==> config.mk <==
export PLATFORM = sky130hd
export DESIGN_NAME = maq_r
export DESIGN_NICKNAME = d
export VERILOG_FILES = /design/src/rtl/maq_r.sv
export SDC_FILE = /design/constraint.sdc
export NUM_CORES = 1
export LEC_CHECK = 0
export ABC_AREA = 1
export CAP_MARGIN = 20
export CORE_ASPECT_RATIO = 1.5
export CORE_MARGIN = 2
export CORE_UTILIZATION = 46
export DETAILED_ROUTE_END_ITERATION = 12
export GPL_TIMING_DRIVEN = 0
export PLACE_DENSITY = 0.72
export RECOVER_POWER = 25
export SYNTH_ARGS = -nofsm -noshare
export SYNTH_HDL_FRONTEND = slang
export SYNTH_SLANG_ARGS = --single-unit
==> constraint.sdc <==
create_clock -name maqr_clock -period 1.9 [get_ports maqr_clock]
set_input_delay 0.285 -clock maqr_clock [delete_from_list [all_inputs] [get_ports maqr_clock]]
set_output_delay 0.285 -clock maqr_clock [all_outputs]
set_load 0.03 [all_outputs]
==> src/rtl/maq_r.sv <==
// Countdown timer (MM:SS, BCD) with run/pause control and a timed alarm.
// Counts down on 1 Hz enable ticks; all outputs come straight from registers.
module maq_r #(
    parameter int ALARM_TICKS = 5
) (
    input  logic       maqr_clock,
    input  logic       maqr_reset_n,
    input  logic       maqr_enable,
    input  logic       maqr_load,
    input  logic       maqr_start,
    input  logic       maqr_pause,
    input  logic [2:0] maqr_set_min_msd,
    input  logic [3:0] maqr_set_min_lsd,
    input  logic [2:0] maqr_set_sec_msd,
    input  logic [3:0] maqr_set_sec_lsd,
    output logic [2:0] maqr_min_msd,
    output logic [3:0] maqr_min_lsd,
    output logic [2:0] maqr_sec_msd,
    output logic [3:0] maqr_sec_lsd,
    output logic       maqr_running,
    output logic       maqr_zero,
    output logic       maqr_alarm
);

    typedef enum logic [1:0] {
        ST_IDLE  = 2'd0,
        ST_RUN   = 2'd1,
        ST_PAUSE = 2'd2,
        ST_ALARM = 2'd3
    } state_t;

    localparam logic [7:0] ALARM_LAST = 8'(ALARM_TICKS - 1);

    // Count packing: {min_msd[2:0], min_lsd[3:0], sec_msd[2:0], sec_lsd[3:0]}
    state_t      state_r, state_s;
    logic [13:0] count_r, count_s;
    logic [13:0] load_val_s, dec_val_s;
    logic [7:0]  alarm_cnt_r, alarm_cnt_s;
    logic        zero_r, zero_s;
    logic        running_r, alarm_r;
    logic        count_nz_s;

    function automatic logic [2:0] clamp_msd(input logic [2:0] v);
        return (v > 3'd5) ? 3'd5 : v;
    endfunction

    function automatic logic [3:0] clamp_lsd(input logic [3:0] v);
        return (v > 4'd9) ? 4'd9 : v;
    endfunction

    // Caller guarantees a nonzero count, so the final min_msd borrow cannot wrap.
    function automatic logic [13:0] bcd_dec(input logic [13:0] c);
        logic [2:0] mm;
        logic [3:0] ml;
        logic [2:0] sm;
        logic [3:0] sl;
        {mm, ml, sm, sl} = c;
        if (sl != 4'd0) begin
            sl = sl - 4'd1;
        end else begin
            sl = 4'd9;
            if (sm != 3'd0) begin
                sm = sm - 3'd1;
            end else begin
                sm = 3'd5;
                if (ml != 4'd0) begin
                    ml = ml - 4'd1;
                end else begin
                    ml = 4'd9;
                    mm = mm - 3'd1;
                end
            end
        end
        return {mm, ml, sm, sl};
    endfunction

    assign load_val_s = {clamp_msd(maqr_set_min_msd), clamp_lsd(maqr_set_min_lsd),
                         clamp_msd(maqr_set_sec_msd), clamp_lsd(maqr_set_sec_lsd)};
    assign dec_val_s  = bcd_dec(count_r);
    assign count_nz_s = (count_r != 14'd0);

    // Next-state, next-count and alarm tick logic; load > pause > start.
    always_comb begin
        state_s     = state_r;
        count_s     = count_r;
        alarm_cnt_s = alarm_cnt_r;
        zero_s      = 1'b0;
        case (state_r)
            ST_IDLE: begin
                if (maqr_load) begin
                    count_s = load_val_s;
                end else if (maqr_pause) begin
                    state_s = ST_IDLE;
                end else if (maqr_start && count_nz_s) begin
                    state_s = ST_RUN;
                end else begin
                    state_s = ST_IDLE;
                end
            end
            ST_RUN: begin
                if (maqr_pause) begin
                    state_s = ST_PAUSE;
                end else if (maqr_enable && count_nz_s) begin
                    count_s = dec_val_s;
                    if (dec_val_s == 14'd0) begin
                        state_s     = ST_ALARM;
                        zero_s      = 1'b1;
                        alarm_cnt_s = 8'd0;
                    end else begin
                        state_s = ST_RUN;
                    end
                end else begin
                    state_s = ST_RUN;
                end
            end
            ST_PAUSE: begin
                if (maqr_load) begin
                    state_s = ST_IDLE;
                    count_s = load_val_s;
                end else if (maqr_pause) begin
                    state_s = ST_PAUSE;
                end else if (maqr_start) begin
                    state_s = ST_RUN;
                end else begin
                    state_s = ST_PAUSE;
                end
            end
            ST_ALARM: begin
                if (maqr_load) begin
                    state_s     = ST_IDLE;
                    count_s     = load_val_s;
                    alarm_cnt_s = 8'd0;
                end else if (maqr_pause || maqr_start) begin
                    state_s     = ST_IDLE;
                    alarm_cnt_s = 8'd0;
                end else if (maqr_enable) begin
                    if (alarm_cnt_r >= ALARM_LAST) begin
                        state_s     = ST_IDLE;
                        alarm_cnt_s = 8'd0;
                    end else begin
                        alarm_cnt_s = alarm_cnt_r + 8'd1;
                    end
                end else begin
                    state_s = ST_ALARM;
                end
            end
            default: begin
                state_s     = ST_IDLE;
                alarm_cnt_s = 8'd0;
            end
        endcase
    end

    // State, count and registered flag outputs.
    always_ff @(posedge maqr_clock or negedge maqr_reset_n) begin
        if (!maqr_reset_n) begin
            state_r     <= ST_IDLE;
            count_r     <= 14'd0;
            alarm_cnt_r <= 8'd0;
            zero_r      <= 1'b0;
            running_r   <= 1'b0;
            alarm_r     <= 1'b0;
        end else begin
            state_r     <= state_s;
            count_r     <= count_s;
            alarm_cnt_r <= alarm_cnt_s;
            zero_r      <= zero_s;
            running_r   <= (state_s == ST_RUN);
            alarm_r     <= (state_s == ST_ALARM);
        end
    end

    assign maqr_min_msd = count_r[13:11];
    assign maqr_min_lsd = count_r[10:7];
    assign maqr_sec_msd = count_r[6:4];
    assign maqr_sec_lsd = count_r[3:0];
    assign maqr_running = running_r;
    assign maqr_zero    = zero_r;
    assign maqr_alarm   = alarm_r;

endmodule

==> results.md <==
* FF-to-FF End: alarm_cnt_r[4]$_DFFE_PN0P_
* CP dominant cell by count: nand2_2
* Unrepaired setup endpoints after global routing: true
* Largest net degree at the start of global routing at 15
* Reg2reg start: count_r[4]$_DFFE_PN0P_
* Synth area leader: dfrtp_1
* Die X at 55.44 um
* Clock power share at 16.1%
* Largest family of logic cells by synthesized area: simple AND/OR/NAND/NOR gates
* H-tree depth at 1
* Mux cell area share after synthesis at 0.5483%
* Tot Pwr at 2.065 mW
* Crit start category: flip-flop
* Met1 wire length at 1.606 mm
* Most common cell in the netlist: nand2_1
* Slew HR at 56.67%
* CTS tree: built
* Final Hold Viols at 0
* Worst Setup End Kind: flip-flop
* Largest cells by area after synthesis: dfrtp_1 37%, nand2_1 10%, o21ai_2 6.7%, inv_1 6.4%, nor2_1 5.8%
* CTS sink count at 27
* Gate power share at 47.8%
* Via density at 5.113
* Highest Clock Rate at 550.7 MHz
* Cells after synthesis at 234
* IO Port Bufs at 36
* Routability-driven placement congestion ratio at 0.8032
* Post-route ant nets at 0
* Vias in the first global route at 1666
* DRT Pass-1 Iters at 4
* Cts hold-fix bufs at 0
* Actual slew at the worst max-slew pin at 647.9 ps
* DR WL met2 at 2.225 mm
* Fillcell total at 337
* Cell Pwr Density at 853.7 nW/um^2
* Clock transition at the registers of the reported paths at 90 ps
* Max Used Layer: met4
* Area grow syn2layout at 32.49%
* Worst Setup Path Type: flip-flop to flip-flop
* Final max-slew violation count at 0
* Core footprint at 3889 um^2
* Full die area at 4499 um^2
* Hold Slack at 470.8 ps
* Setup ws final at 84.23 ps
* Most common library cells after synthesis: 49 x nand2_1, 31 x inv_1, 28 x nor2_1, 27 x dfrtp_1, 16 x nand3_1
* Clock Tree Buf Depth at 2
* Final min period at 1816 ps
* P_leak at 1.095 nW
* R2R cell count at 13
* Synth Area in XOR/XNOR at 1.919%
* HP Class: input port to async pin
* Pint at 1.209 mW
* Global-route wire length before repair at 7.079 mm
* Starting Density at 46.94%
* Drt wl/cell at 12.67 um
* Final Util at 62.19%
* Crit-path cells: nor2_4, ha_4, nand2_4, nor2_4, nand2_2, nand2_2, nand3_2, nor2_2, nand2_1, nand2_2, nand2_4, inv_4, nor2_1
* Status: completed
* Compound-Gate Fraction of Synth Area at 17.75%
* Post-route cell area at 2419 um^2
* Mapped Nets at 258
* Number of setup violations in the final report at 0
* Crit path DAT at 1990 ps
* Post-DP HPWL at 3.118 mm
* DR iter-0 viols at 46
* Register area share after synthesis at 37.01%
* Rows at 28
* Pre-CTS setup slack at -33.35 ps
* Synth Area per Inst at 7.801 um^2
* VDD IR max at 0.5678 mV
* Antenna violations before repair at 0
* I/O pins at 37
* Vias at 1672
* Routed WL at 4.142 mm
* Global route total overflow at 0
* Sw power at 0.8555 mW
* Layout cell share with drive strength beyond 1 at 25.89%
* Top cell type's share of synthesized area at 37.01%
* Register share of total power at 36.1%
* EDFF count, synth at 0
* Die span in y at 81.16 um
* Total GRT Usage at 19.75%
* Slowest-stage cell, CP: dfrtp_2
* Root buf cell: clkbuf_8
* Simple-gate share of the synthesized area at 30.16%
* Worst-skew pair later-pin latency at 270 ps
* Final Cycle Share at 95.57%
* Synth Area in Adders at 2.742%
* #FFs+latches synth at 27
* FF-to-FF setup slack at 80 ps
* NumNets Final at 307
* Clock Skew at 2.835 ps
* DRC viols at 0
* Netlist Area Pre-Place at 1826 um^2
* Net Sw Frac at 41.43%
* Ys Warns at 0
* # Max-Cap Violations at 0
* Number of antenna diodes at 0
* Critical path required time at 2070 ps
* Netlist cell types at 32
* Post-synth ARST share at 100.0%
* Critical Path Max Stage Delay at 460 ps
* Met3 routed WL at 171 um
* DP Area at 2263 um^2
* Worst-path maximum fanout at 7
* Ys flop type: dfrtp_1
* Cts bufs inserted at 3
[critical path, delay by kind of cell, from the launching register on]
family,cells,cell delay (ps)
AND/OR/NAND/NOR,11,960
flip-flops,1,460
adder cells (fa/ha/maj),1,180
buffers and inverters,1,100
[worst max path at each step]
stage / slack [ps] / start / end
final: 80 / count_r[4]$_DFFE_PN0P_ / alarm_cnt_r[4]$_DFFE_PN0P_
after global routing: -80 / count_r[4]$_DFFE_PN0P_ / alarm_cnt_r[2]$_DFFE_PN0P_
after CTS: 30 / count_r[5]$_DFFE_PN0P_ / alarm_cnt_r[2]$_DFFE_PN0P_
after detailed placement: -30 / count_r[5]$_DFFE_PN0P_ / alarm_cnt_r[2]$_DFFE_PN0P_
after global placement: -30 / count_r[5]$_DFFE_PN0P_ / alarm_cnt_r[0]$_DFFE_PN0P_
after floorplan: 20 / count_r[4]$_DFFE_PN0P_ / alarm_cnt_r[0]$_DFFE_PN0P_
[metrics by stage]
stage	std cells	TNS, ps
floorplan	234	0
global placement	315	-175.9
detailed placement	316	-224.6
CTS	320	0
global route	327	-1097
finish	327	0
[power groups by stage]
stage               clock [mW]  sequential, mW  combinational (mW)
global placement             0           0.751               0.890
finish                   0.333           0.745               0.987
global route             0.356           0.759                1.08
detailed placement           0           0.749               0.901
CTS                      0.341           0.743               0.917
floorplan                    0           0.875               0.469
[routing by layer]
| metal | vias up | track usage [%] |
|---|---|---|
| li1 | 852 | - |
| met1 | 765 | 22.81 |
| met2 | 40 | 35.95 |
| met3 | 15 | 2.866 |
| met4 | 0 | 9.024 |
| met5 | - | 0 |
[cell type report]
class	count	area [um^2]	area share, %
Timing Repair Buffer	44	427.9	17.69
Buffer	4	40.04	1.655
Tap cell	45	56.30	2.328
Sequential cell	27	678.2	28.04
Clock buffer	4	45.04	1.862
Multi-Input combinational cell	167	1031	42.63
Inverter	36	140.1	5.794
[cell usage in the layout, fill, tap and decap left out, types with 5 or more instances in the layout]
master / instances
nand2_2: 8
nand3_1: 16
dfrtp_1: 25
o21ai_0: 10
a31oi_2: 5
o21ai_2: 14
a21oi_1: 5
inv_1: 30
nor2_1: 22
nor2_2: 9
nand2_1: 43
clkdlybuf4s50_1: 35
buf_4: 7
nor2_4: 6
[cell families after synthesis]
| kind of cell | Yosys count |
|---|---|
| XOR/XNOR | 4 |
| multiplexers | 1 |
| AND/OR/NAND/NOR | 116 |
| AO/OA/AOI/OAI | 42 |
| flip-flops | 27 |
| adder cells (fa/ha/maj) | 4 |
| buffers and inverters | 40 |
[sequential cells by signal, indices dropped and copies added (netlist names)]
name and count:
alarm_cnt_r 8, count_r 14, maqr_alarm 1, maqr_running 1
state_r 2, maqr_zero 1
[timing repair]
action,4_1_cts,5_1_grt
pin swaps,0,12
setup buffers,0,7
cloned,0,0
endpoints found under the hold margin,0,0
setup endpoints to repair,10,26
resized for setup,2,16
Power figures use the tool's default switching activity.
